## src/rtl/sweep_pkg.sv

```systemverilog
// Shared types and helpers for the multi-channel sweep generator.
package sweep_pkg;

  // Raw encodings of the mode input.
  localparam logic [1:0] MODE_ENC_TRIANGLE = 2'd0;
  localparam logic [1:0] MODE_ENC_SAWTOOTH = 2'd1;
  localparam logic [1:0] MODE_ENC_HOLD     = 2'd2;

  typedef enum logic [1:0] {
    TRIANGLE = MODE_ENC_TRIANGLE,
    SAWTOOTH = MODE_ENC_SAWTOOTH,
    HOLD     = MODE_ENC_HOLD
  } mode_t;

  typedef enum logic [2:0] {
    IDLE    = 3'd0,
    UP1     = 3'd1,
    DOWN    = 3'd2,
    UP2     = 3'd3,
    RAMP    = 3'd4,
    HOLDING = 3'd5,
    FIN     = 3'd6
  } state_t;

  // The reserved encoding behaves exactly like HOLD.
  function automatic mode_t decode_mode(input logic [1:0] enc);
    case (enc)
      MODE_ENC_TRIANGLE: decode_mode = TRIANGLE;
      MODE_ENC_SAWTOOTH: decode_mode = SAWTOOTH;
      default:           decode_mode = HOLD;
    endcase
  endfunction

  // State that opens every period of the given mode.
  function automatic state_t first_state(input mode_t m);
    case (m)
      TRIANGLE: first_state = UP1;
      SAWTOOTH: first_state = RAMP;
      default:  first_state = HOLDING;
    endcase
  endfunction

endpackage

```

## src/rtl/sweep_sat_step.sv

```systemverilog
// One channel's saturating step: value +/- step, clamped to [0, 2^W-1].
module sweep_sat_step
  import sweep_pkg::*;
#(
  parameter int W = 12
) (
  input  logic [W-1:0] val_i,
  input  logic [W-1:0] step_i,
  input  logic         neg_i,
  output logic [W-1:0] res_o
);

  logic [W:0] sum;

  // Add with carry-out detection, or subtract with borrow detection.
  always_comb begin
    sum   = {1'b0, val_i} + {1'b0, step_i};
    res_o = sum[W-1:0];
    if (neg_i) begin
      if (val_i < step_i) res_o = '0;
      else                res_o = val_i - step_i;
    end else if (sum[W]) begin
      res_o = '1;
    end
  end

endmodule

```

## src/rtl/sweep_gen.sv

```systemverilog
// Multi-channel triangle / sawtooth / hold sweep generator.
// Handshake: start is a level sampled only in IDLE; busy is high from the
// start edge until the sweep ends; done is a one-cycle pulse (FIN state)
// on normal completion and is never raised by abort.
module sweep_gen
  import sweep_pkg::*;
#(
  parameter int W     = 12,
  parameter int N_CH  = 2,
  parameter int CNT_W = 16
) (
  input  logic                clk,
  input  logic                rst,
  input  logic                start,
  input  logic                abort,
  input  logic [1:0]          mode,
  input  logic [N_CH*W-1:0]   center,
  input  logic [N_CH-1:0]     pol,
  input  logic [W-1:0]        step,
  input  logic [CNT_W-1:0]    seg_len,
  input  logic [CNT_W-1:0]    n_periods,
  output logic [N_CH*W-1:0]   value,
  output logic                busy,
  output logic                done,
  output logic [CNT_W-1:0]    period_cnt,
  output state_t              dbg_state
);

  // Segment counter is wide enough for a full 4L sawtooth/hold period.
  localparam int PW = CNT_W + 2;

  state_t              state_q, state_d;
  logic [PW-1:0]       cnt_q, cnt_d;
  logic [CNT_W-1:0]    per_q, per_d;
  logic [N_CH*W-1:0]   value_q, value_d;

  // Configuration captured on the start edge.
  mode_t               mode_q;
  logic [N_CH-1:0]     pol_q;
  logic [W-1:0]        step_q;
  logic [CNT_W-1:0]    seg_len_q;
  logic [CNT_W-1:0]    n_per_q;
  logic [N_CH*W-1:0]   center_q;
  logic                zero_q;

  logic                cfg_load;
  logic                degenerate;
  logic [PW-1:0]       seg_limit;
  logic                seg_last;
  logic                seg_neg;
  logic [CNT_W-1:0]    per_next;
  logic [N_CH*W-1:0]   step_res;

  assign cfg_load   = (state_q == IDLE) && start;
  assign degenerate = (seg_len == '0) || (n_periods == '0);
  assign seg_neg    = (state_q == DOWN);
  assign per_next   = per_q + 1'b1;

  // Per-channel saturating adders; polarity flips the segment's direction.
  for (genvar c = 0; c < N_CH; c++) begin : g_ch
    sweep_sat_step #(.W(W)) u_sat_step (
      .val_i  (value_q[c*W +: W]),
      .step_i (step_q),
      .neg_i  (seg_neg ^ pol_q[c]),
      .res_o  (step_res[c*W +: W])
    );
  end

  // Length of the current segment: L for UP1/UP2, 2L for DOWN, 4L otherwise.
  always_comb begin
    seg_limit = {2'b00, seg_len_q};
    case (state_q)
      DOWN:          seg_limit = {1'b0, seg_len_q, 1'b0};
      RAMP, HOLDING: seg_limit = {seg_len_q, 2'b00};
      default:       seg_limit = {2'b00, seg_len_q};
    endcase
    seg_last = (cnt_q == seg_limit - 1'b1);
  end

  // Next-state, counter and channel-value logic.
  always_comb begin
    state_d = state_q;
    cnt_d   = cnt_q;
    per_d   = per_q;
    value_d = value_q;
    case (state_q)
      IDLE: begin
        if (start) begin
          value_d = center;
          cnt_d   = '0;
          per_d   = '0;
          // A zero-length sweep spends one busy cycle, then finishes.
          state_d = degenerate ? HOLDING : first_state(decode_mode(mode));
        end
      end
      FIN: begin
        state_d = IDLE;
      end
      default: begin
        if (abort) begin
          state_d = IDLE;
        end else if (zero_q) begin
          state_d = FIN;
        end else begin
          if (state_q == RAMP && seg_last) value_d = center_q;
          else if (state_q != HOLDING)     value_d = step_res;
          cnt_d = seg_last ? '0 : cnt_q + 1'b1;
          if (seg_last) begin
            case (state_q)
              UP1:  state_d = DOWN;
              DOWN: state_d = UP2;
              default: begin
                per_d   = per_next;
                state_d = (per_next == n_per_q) ? FIN : first_state(mode_q);
              end
            endcase
          end
        end
      end
    endcase
  end

  // FSM, counters and channel values.
  always_ff @(posedge clk or posedge rst) begin
    if (rst) begin
      state_q <= IDLE;
      cnt_q   <= '0;
      per_q   <= '0;
      value_q <= '0;
    end else begin
      state_q <= state_d;
      cnt_q   <= cnt_d;
      per_q   <= per_d;
      value_q <= value_d;
    end
  end

  // Configuration latch, loaded only when a start is accepted.
  always_ff @(posedge clk or posedge rst) begin
    if (rst) begin
      mode_q    <= TRIANGLE;
      pol_q     <= '0;
      step_q    <= '0;
      seg_len_q <= '0;
      n_per_q   <= '0;
      center_q  <= '0;
      zero_q    <= 1'b0;
    end else if (cfg_load) begin
      mode_q    <= decode_mode(mode);
      pol_q     <= pol;
      step_q    <= step;
      seg_len_q <= seg_len;
      n_per_q   <= n_periods;
      center_q  <= center;
      zero_q    <= degenerate;
    end
  end

  assign value      = value_q;
  assign busy       = (state_q != IDLE) && (state_q != FIN);
  assign done       = (state_q == FIN);
  assign period_cnt = per_q;
  assign dbg_state  = state_q;

endmodule

```

## config.mk

```make
export PLATFORM = sky130hd
export DESIGN_NAME = sweep_gen
export DESIGN_NICKNAME = d
export VERILOG_FILES = /design/src/rtl/sweep_pkg.sv /design/src/rtl/sweep_sat_step.sv /design/src/rtl/sweep_gen.sv
export SDC_FILE = /design/constraint.sdc
export NUM_CORES = 1
export LEC_CHECK = 0
export CAP_MARGIN = 20
export CORE_MARGIN = 2
export CORE_UTILIZATION = 50
export CTS_CLUSTER_SIZE = 16
export DETAILED_ROUTE_END_ITERATION = 16
export PLACE_DENSITY = 0.71
export SETUP_SLACK_MARGIN = 0.15
export SLEW_MARGIN = 20
export SYNTH_ARGS = -nofsm -noshare
export SYNTH_HDL_FRONTEND = slang
export SYNTH_HIERARCHICAL = 1
export SYNTH_SLANG_ARGS = --single-unit
```

## constraint.sdc

```tcl
create_clock -name clk -period 12.3 [get_ports clk]
set_clock_uncertainty 0.2 [all_clocks]
set_input_delay 2.46 -clock clk [delete_from_list [all_inputs] [get_ports clk]]
set_output_delay 2.46 -clock clk [all_outputs]
set_load 0.005 [all_outputs]
```

==> impl_results.md, run 1 <==
- Status: completed
- Synth async-reset ratio: 100%
- Post-synth EDFFs: 0
- Hold Vio Cnt, Final: 0
- Layout area overhead: 16.9%
- Final Setup Violations: 0
- Ant. Diodes: 0
- Fin Setup TNS: 0 ns
- Vias per cell: 6.19
- Ys flop type: dfrtp_1
- FF-to-FF setup slack: 7.31 ns
- LEAKAGE: 5.31 nW
- Sequential area share after synthesis: 30.8%
- DRT antenna net count: 0
- Cts hold-fix bufs: 0
- Grt total ovfl: 0
- Synth Instances: 1,185
- Synth warnings: 6
- Startpoint types: flop
- Netlist cell types: 99
- Root buffer cell: clkbuf_16
- Sw frac: 48.9%
- Yosys top cell area share: 30.8%
- DRT iter0 DRCs: 731
- Crit path required time: 9.64 ns
- Placed cells: 1,512
- Pwr/cell area: 338 mW/mm^2
- IO Pins: 121
- Initial antenna violation count: 1
- First-pass GRT wire length: 47.5 mm
- Hold WC Path Type: reg2reg
- Die Area: 0.0230 sq mm
- Logic gate share of total power: 67.0%
- Largest net degree at the start of global routing: 74
- Max Freq: 0.185 GHz
- Seq cells post-synth: 134
- Fin. max-slew vios: 0
- Initial Util: 51.3%
- Max Cap Violations: 0
- Die width: 152 um
- Die height: 152 um
- Worst-path clk slew: 0.06 ns
- Final wirelength: 28.8 mm
- Critical Path AT: 2.76 ns
- Final net count: 1,387
- GRT Total Usage: 26.1%
- Internal power: 0.00220 W
- Clock Power Share: 12.3%
- Largest area contributor in the netlist: dfrtp_1
- Hpwl dp: 20.9 mm
- Clock Path Buffers: 2
- CTS tree: built
- Row count: 53
- RSZ-0062 raised after global routing: no
- Pre-Repair DR Iteration Count: 6
- Min Tclk post-route: 5.42 ns
- Final Cycle Share: 44.0%
- Layout cell share with drive strength beyond 1: 13.6%
- Net Switching: 0.00210 W
- Vias in the first global route: 9,105
- H-Tree Depth: 4
- Mapped Area: 0.0109 sq mm
- CP Class: reg2out
- Buffers added on ports: 120
- Vias post-DR: 9,552
- Non-Filler Instances: 1,544
- Seq pwr share: 20.7%
- CTS Sinks: 134
- Largest fanout on the critical path: 36
- Gpl congestion: 0.912
- Cts bufs inserted: 17
- DR WL/cell: 18.6 um
- Peak VDD IR: 158 uV
- Area of the core: 0.0212 sq mm
- Worst-Skew Late Latency: 0.42 ns
- Synth Area per Inst: 9.18 sq um
- Post-CTS Setup Inserts: 0
- Post-CTS sizing: 0
- Worst-Margin Slew: 0.840 ns
- Top cells by area, synth: dfrtp_1 (31%), mux2_2 (7.8%), ha_1 (5.9%), mux2i_1 (4.0%), a21oi_1 (3.5%)
- Crit path capture type: primary output
- Fillers: 1,874
- Slew Limit Headroom: 43.7%
- Syn_nets: 1,316
- Post-route DRC: 0
-- power groups by stage --
| stage | Clock (W) | Sequential, W | Combinational [W] |
|---|---|---|---|
| floorplan | 0 | 0.000800 | 0.00225 |
| global placement | 0 | 0.000888 | 0.00278 |
| detailed placement | 0 | 0.000896 | 0.00283 |
| CTS | 0.000540 | 0.000889 | 0.00285 |
| global route | 0.000562 | 0.000921 | 0.00318 |
| finish | 0.000530 | 0.000891 | 0.00288 |
-- placed cells by master, fill, tap and decap left out, types with 28 or more instances in the layout --
master / count
clkdlybuf4s50_1: 120
o211ai_1: 34
inv_1: 64
xnor2_1: 37
o21ai_0: 28
dfrtp_1: 134
mux2i_1: 43
mux2_2: 75
xor2_1: 29
a21oi_1: 76
o22ai_1: 28
nand2_1: 79
nand3_1: 37
ha_1: 51
nor2_1: 68
-- critical path, stage by stage (launching register included) --
cell and delay, ns:
dfrtp_1 0.57, buf_4 0.35, or2_2 0.41, nor2_1 0.43, nor2_1 0.10, clkdlybuf4s50_1 0.46
-- logic make-up after synthesis --
family          synth area share, %
mux                            11.7
fa+ha+maj                      6.60
buf+inv                        6.08
flops                          30.8
compound gates                 20.9
simple gates                   18.5
xor+xnor                       5.39
-- path summary, 6_finish.rpt --
kind	endpoint	startpoint	cells past startpoint
setup reg to reg	cnt_q[4]	dbg_state[2]	11
max in group asynchronous	cnt_q[13]	rst	3
hold reg to reg	center_q[23]	center_q[23]	1
setup / recovery	busy	dbg_state[2]	5
hold / removal	center_q[23]	center_q[23]	1
min in group asynchronous	period_cnt[6]	rst	2
-- through the flow --
step / hold WS (ns) / utilization [%] / setup slack, ns / instance area (sq um) / total power, W
2_1_floorplan: 0.272 / - / 6.06 / 10900 / 0.00305
3_3_place_gp: 0.286 / 57.1 / 7.10 / 12100 / 0.00367
3_5_place_dp: 0.293 / 57.1 / 7.01 / 12100 / 0.00372
4_1_cts: 0.308 / 59.9 / 6.89 / 12700 / 0.00428
5_1_grt: 0.315 / 59.9 / 6.74 / 12700 / 0.00466
6_report: 0.304 / 59.9 / 6.88 / 12700 / 0.00430
-- metal layers --
layer / vias up / wire [um] / track usage (%)
met5: - / 16 / 0
met4: 2 / 533 / 7.87
met3: 37 / 1700 / 3.98
met2: 334 / 13400 / 41.6
met1: 4618 / 13100 / 36.7
li1: 4561 / - / -
-- state kept, by name (all words and copies together), names as in the netlist --
register and flops:
value 24, cnt_q 18, n_per_q 16, mode_q 2
zero_q 1, dbg_state 3, seg_len_q 16, period_cnt 16
center_q 24, step_q 12, pol_q 2
-- cell usage after synthesis (34+ instances only) --
library cell,count
a21oi_1,76
o211ai_1,34
nand3_1,37
nor2_1,69
ha_1,51
nand2_1,80
clkbuf_1,39
mux2_2,75
inv_1,65
mux2i_1,43
dfrtp_1,134
xnor2_1,38
-- final cells by class --
class                   count  area (sq um)  area share, %
clock buffers              18           439           3.45
well taps                 275           344           2.71
inverters                  65           249           1.96
flip-flops and latches    134          3350           26.4
multi-input cells         907          6880           54.1
clock inverters            14           163           1.28
repair buffers            131          1280           10.1
(Power assumes the default switching activity.)
==> run 2: changes to the inputs <==
==> constraint.sdc (replaced) <==
create_clock -name clk -period 5.2 [get_ports clk]
set_clock_uncertainty 0.2 [all_clocks]
set_input_delay 1.04 -clock clk [delete_from_list [all_inputs] [get_ports clk]]
set_output_delay 1.04 -clock clk [all_outputs]
set_load 0.005 [all_outputs]
==> impl_results.md, run 2 (synthesis results as in run 1) <==
- Status: completed (unchanged)
- Buffers added on ports: 120 (unchanged)
- Crit Reg-Reg Startpoint: dbg_state[2] (unchanged)
- Die width: 152 um (unchanged)
- Gpl congestion: 0.882 (was 0.912)
- Crit path required time: 5.28 ns (was 9.64 ns)
- Hpwl dp: 21.3 mm (was 20.9 mm)
- CP Class: reg2reg (was reg2out)
- Placed cells: 1,519 (was 1,512)
- Worst-path clk slew: 0.07 ns (was 0.06 ns)
- Die Area: 0.0230 sq mm (unchanged)
- FF-to-FF End: cnt_q[15] (was cnt_q[4])
- Layout area overhead: 17.8% (was 16.9%)
- Crit path capture type: flop (was primary output)
- IO Pins: 121 (unchanged)
- GRT Total Usage: 25.7% (was 26.1%)
- Vias post-DR: 9,564 (was 9,552)
- Max Cap Violations: 0 (unchanged)
- Hold Crit Start: center_q[9] (was center_q[23])
- Initial antenna violation count: 1 (unchanged)
- Final net count: 1,394 (was 1,387)
- Post-CTS sizing: 0 (unchanged)
- RSZ-0062 raised after global routing: no (unchanged)
- Post-CTS Setup Inserts: 0 (unchanged)
- Non-Filler Instances: 1,551 (was 1,544)
- Vias per cell: 6.17 (was 6.19)
- Pre-Repair DR Iteration Count: 7 (was 6)
- CTS tree: built (unchanged)
- Root buffer cell: clkbuf_16 (unchanged)
- Worst-Skew Late Latency: 0.43 ns (was 0.42 ns)
- Ant. Diodes: 0 (unchanged)
- CTS Sinks: 134 (unchanged)
- PnR Total Power: 0.0103 W (was 0.00430 W)
- Fin Setup TNS: 0 ns (unchanged)
- Critical Path AT: 4.57 ns (was 2.76 ns)
- Area of the core: 0.0212 sq mm (unchanged)
- Final Cycle Share: 86.2%
- Cts hold-fix bufs: 0 (unchanged)
- Max Freq: 0.223 GHz
- Grt total ovfl: 0 (unchanged)
- Hold WC Path Type: reg2reg (unchanged)
- Clock Path Buffers: 2 (unchanged)
- First-pass GRT wire length: 46.5 mm (was 47.5 mm)
- Die height: 152 um (unchanged)
- Fin Hold WS: 0.307 ns (was 0.304 ns)
- Largest net degree at the start of global routing: 88 (was 74)
- Fin. max-slew vios: 0 (unchanged)
- Post-route DRC: 0 (unchanged)
- DRT iter0 DRCs: 666 (was 731)
- Startpoint types: flop (unchanged)
- Pwr/cell area: 806 mW/mm^2 (was 338 mW/mm^2)
- Row count: 53 (unchanged)
- Most frequent cells in the layout: dfrtp_1 (134), clkdlybuf4s50_1 (120), nand2_1 (79), a21oi_1 (76), mux2_2 (75) (unchanged)
- LEAKAGE: 5.37 nW (was 5.31 nW)
- Vias in the first global route: 8,861 (was 9,105)
- Final Util: 60.4% (was 59.9%)
- FF-to-FF setup slack: 0.72 ns (was 7.31 ns)
- Initial Util: 51.3% (unchanged)
- Worst-Margin Slew: 0.863 ns (was 0.840 ns)
- Final Setup Violations: 0 (unchanged)
- Peak VDD IR: 388 uV (was 158 uV)
- Fillers: 1,871 (was 1,874)
- Crit path launch: dbg_state[2] (unchanged)
- DRT antenna net count: 0 (unchanged)
- Final wirelength: 29.2 mm (was 28.8 mm)
- Layout cell share with drive strength beyond 1: 14.1% (was 13.6%)
- Slew Limit Headroom: 42.2% (was 43.7%)
- Hold Vio Cnt, Final: 0 (unchanged)
- Hold endpoint: center_q[9] (was center_q[23])
- Hold Path Cell Cnt: 1 (unchanged)
- Min Tclk post-route: 4.48 ns
- Most common cell after layout, fill and taps aside: dfrtp_1 (unchanged)
- Worst Reg2Reg Path Length in Cells: 11 (unchanged)
- DR WL/cell: 18.8 um (was 18.6 um)
- Largest fanout on the critical path: 20 (was 36)
- Cts bufs inserted: 17 (unchanged)
- H-Tree Depth: 4 (unchanged)
## run 2: power breakdown
| group | leakage, nW | switching, W | internal, W |
|---|---|---|---|
| logic | 3.47 | 0.00384 | 0.00299 |
| registers | 1.59 | 0.000668 | 0.00150 |
| clock network | 0.313 | 0.000548 | 0.000779 |
## run 2: worst max-delay path by stage
stage	to	slack (ns)	cells past startpoint
after floorplan	center_q[0]	0.38	1
after global placement	period_cnt[5]	0.89	12
after detailed placement	cnt_q[13]	0.79	11
after CTS	cnt_q[10]	0.76	11
after global routing	cnt_q[17]	0.42	11
final	cnt_q[15]	0.72	11
## run 2: layout make-up
class / count / area (sq um) / area share [%]
Clock buffer: 17 / 425 / 3.32
Clock inverter: 15 / 206 / 1.61
Tap cell: 275 / 344 / 2.69
Sequential cell: 134 / 3350 / 26.2
Multi-Input combinational cell: 907 / 6880 / 53.7
Inverter: 65 / 249 / 1.94
Timing Repair Buffer: 138 / 1350 / 10.5
## run 2: worst max-delay path: stages (launching register included)
cell and delay (ns):
dfrtp_1 0.59, nor2b_1 0.24, buf_4 0.19, a2111oi_4 0.57
and4_1 0.48, nand2_4 0.13, nor4_4 0.35, o21ai_0 0.13
nor4b_2 0.28, nand3_2 0.35, a21boi_2 0.68, nor2_1 0.13
## run 2: metal layers
| metal | GRT usage (%) | wire, um | vias up |
|---|---|---|---|
| li1 | - | - | 4574 |
| met1 | 36.5 | 13700 | 4649 |
| met2 | 41.4 | 13400 | 307 |
| met3 | 3.44 | 1580 | 32 |
| met4 | 7.13 | 447 | 2 |
| met5 | 0 | 13 | - |
## run 2: through the flow
stage / setup WS, ns / area (sq um)
after floorplan: 0.377 / 10900
after global placement: 0.892 / 12200
after detailed placement: 0.793 / 12200
after CTS: 0.762 / 12800
after global routing: 0.420 / 12800
final: 0.716 / 12800
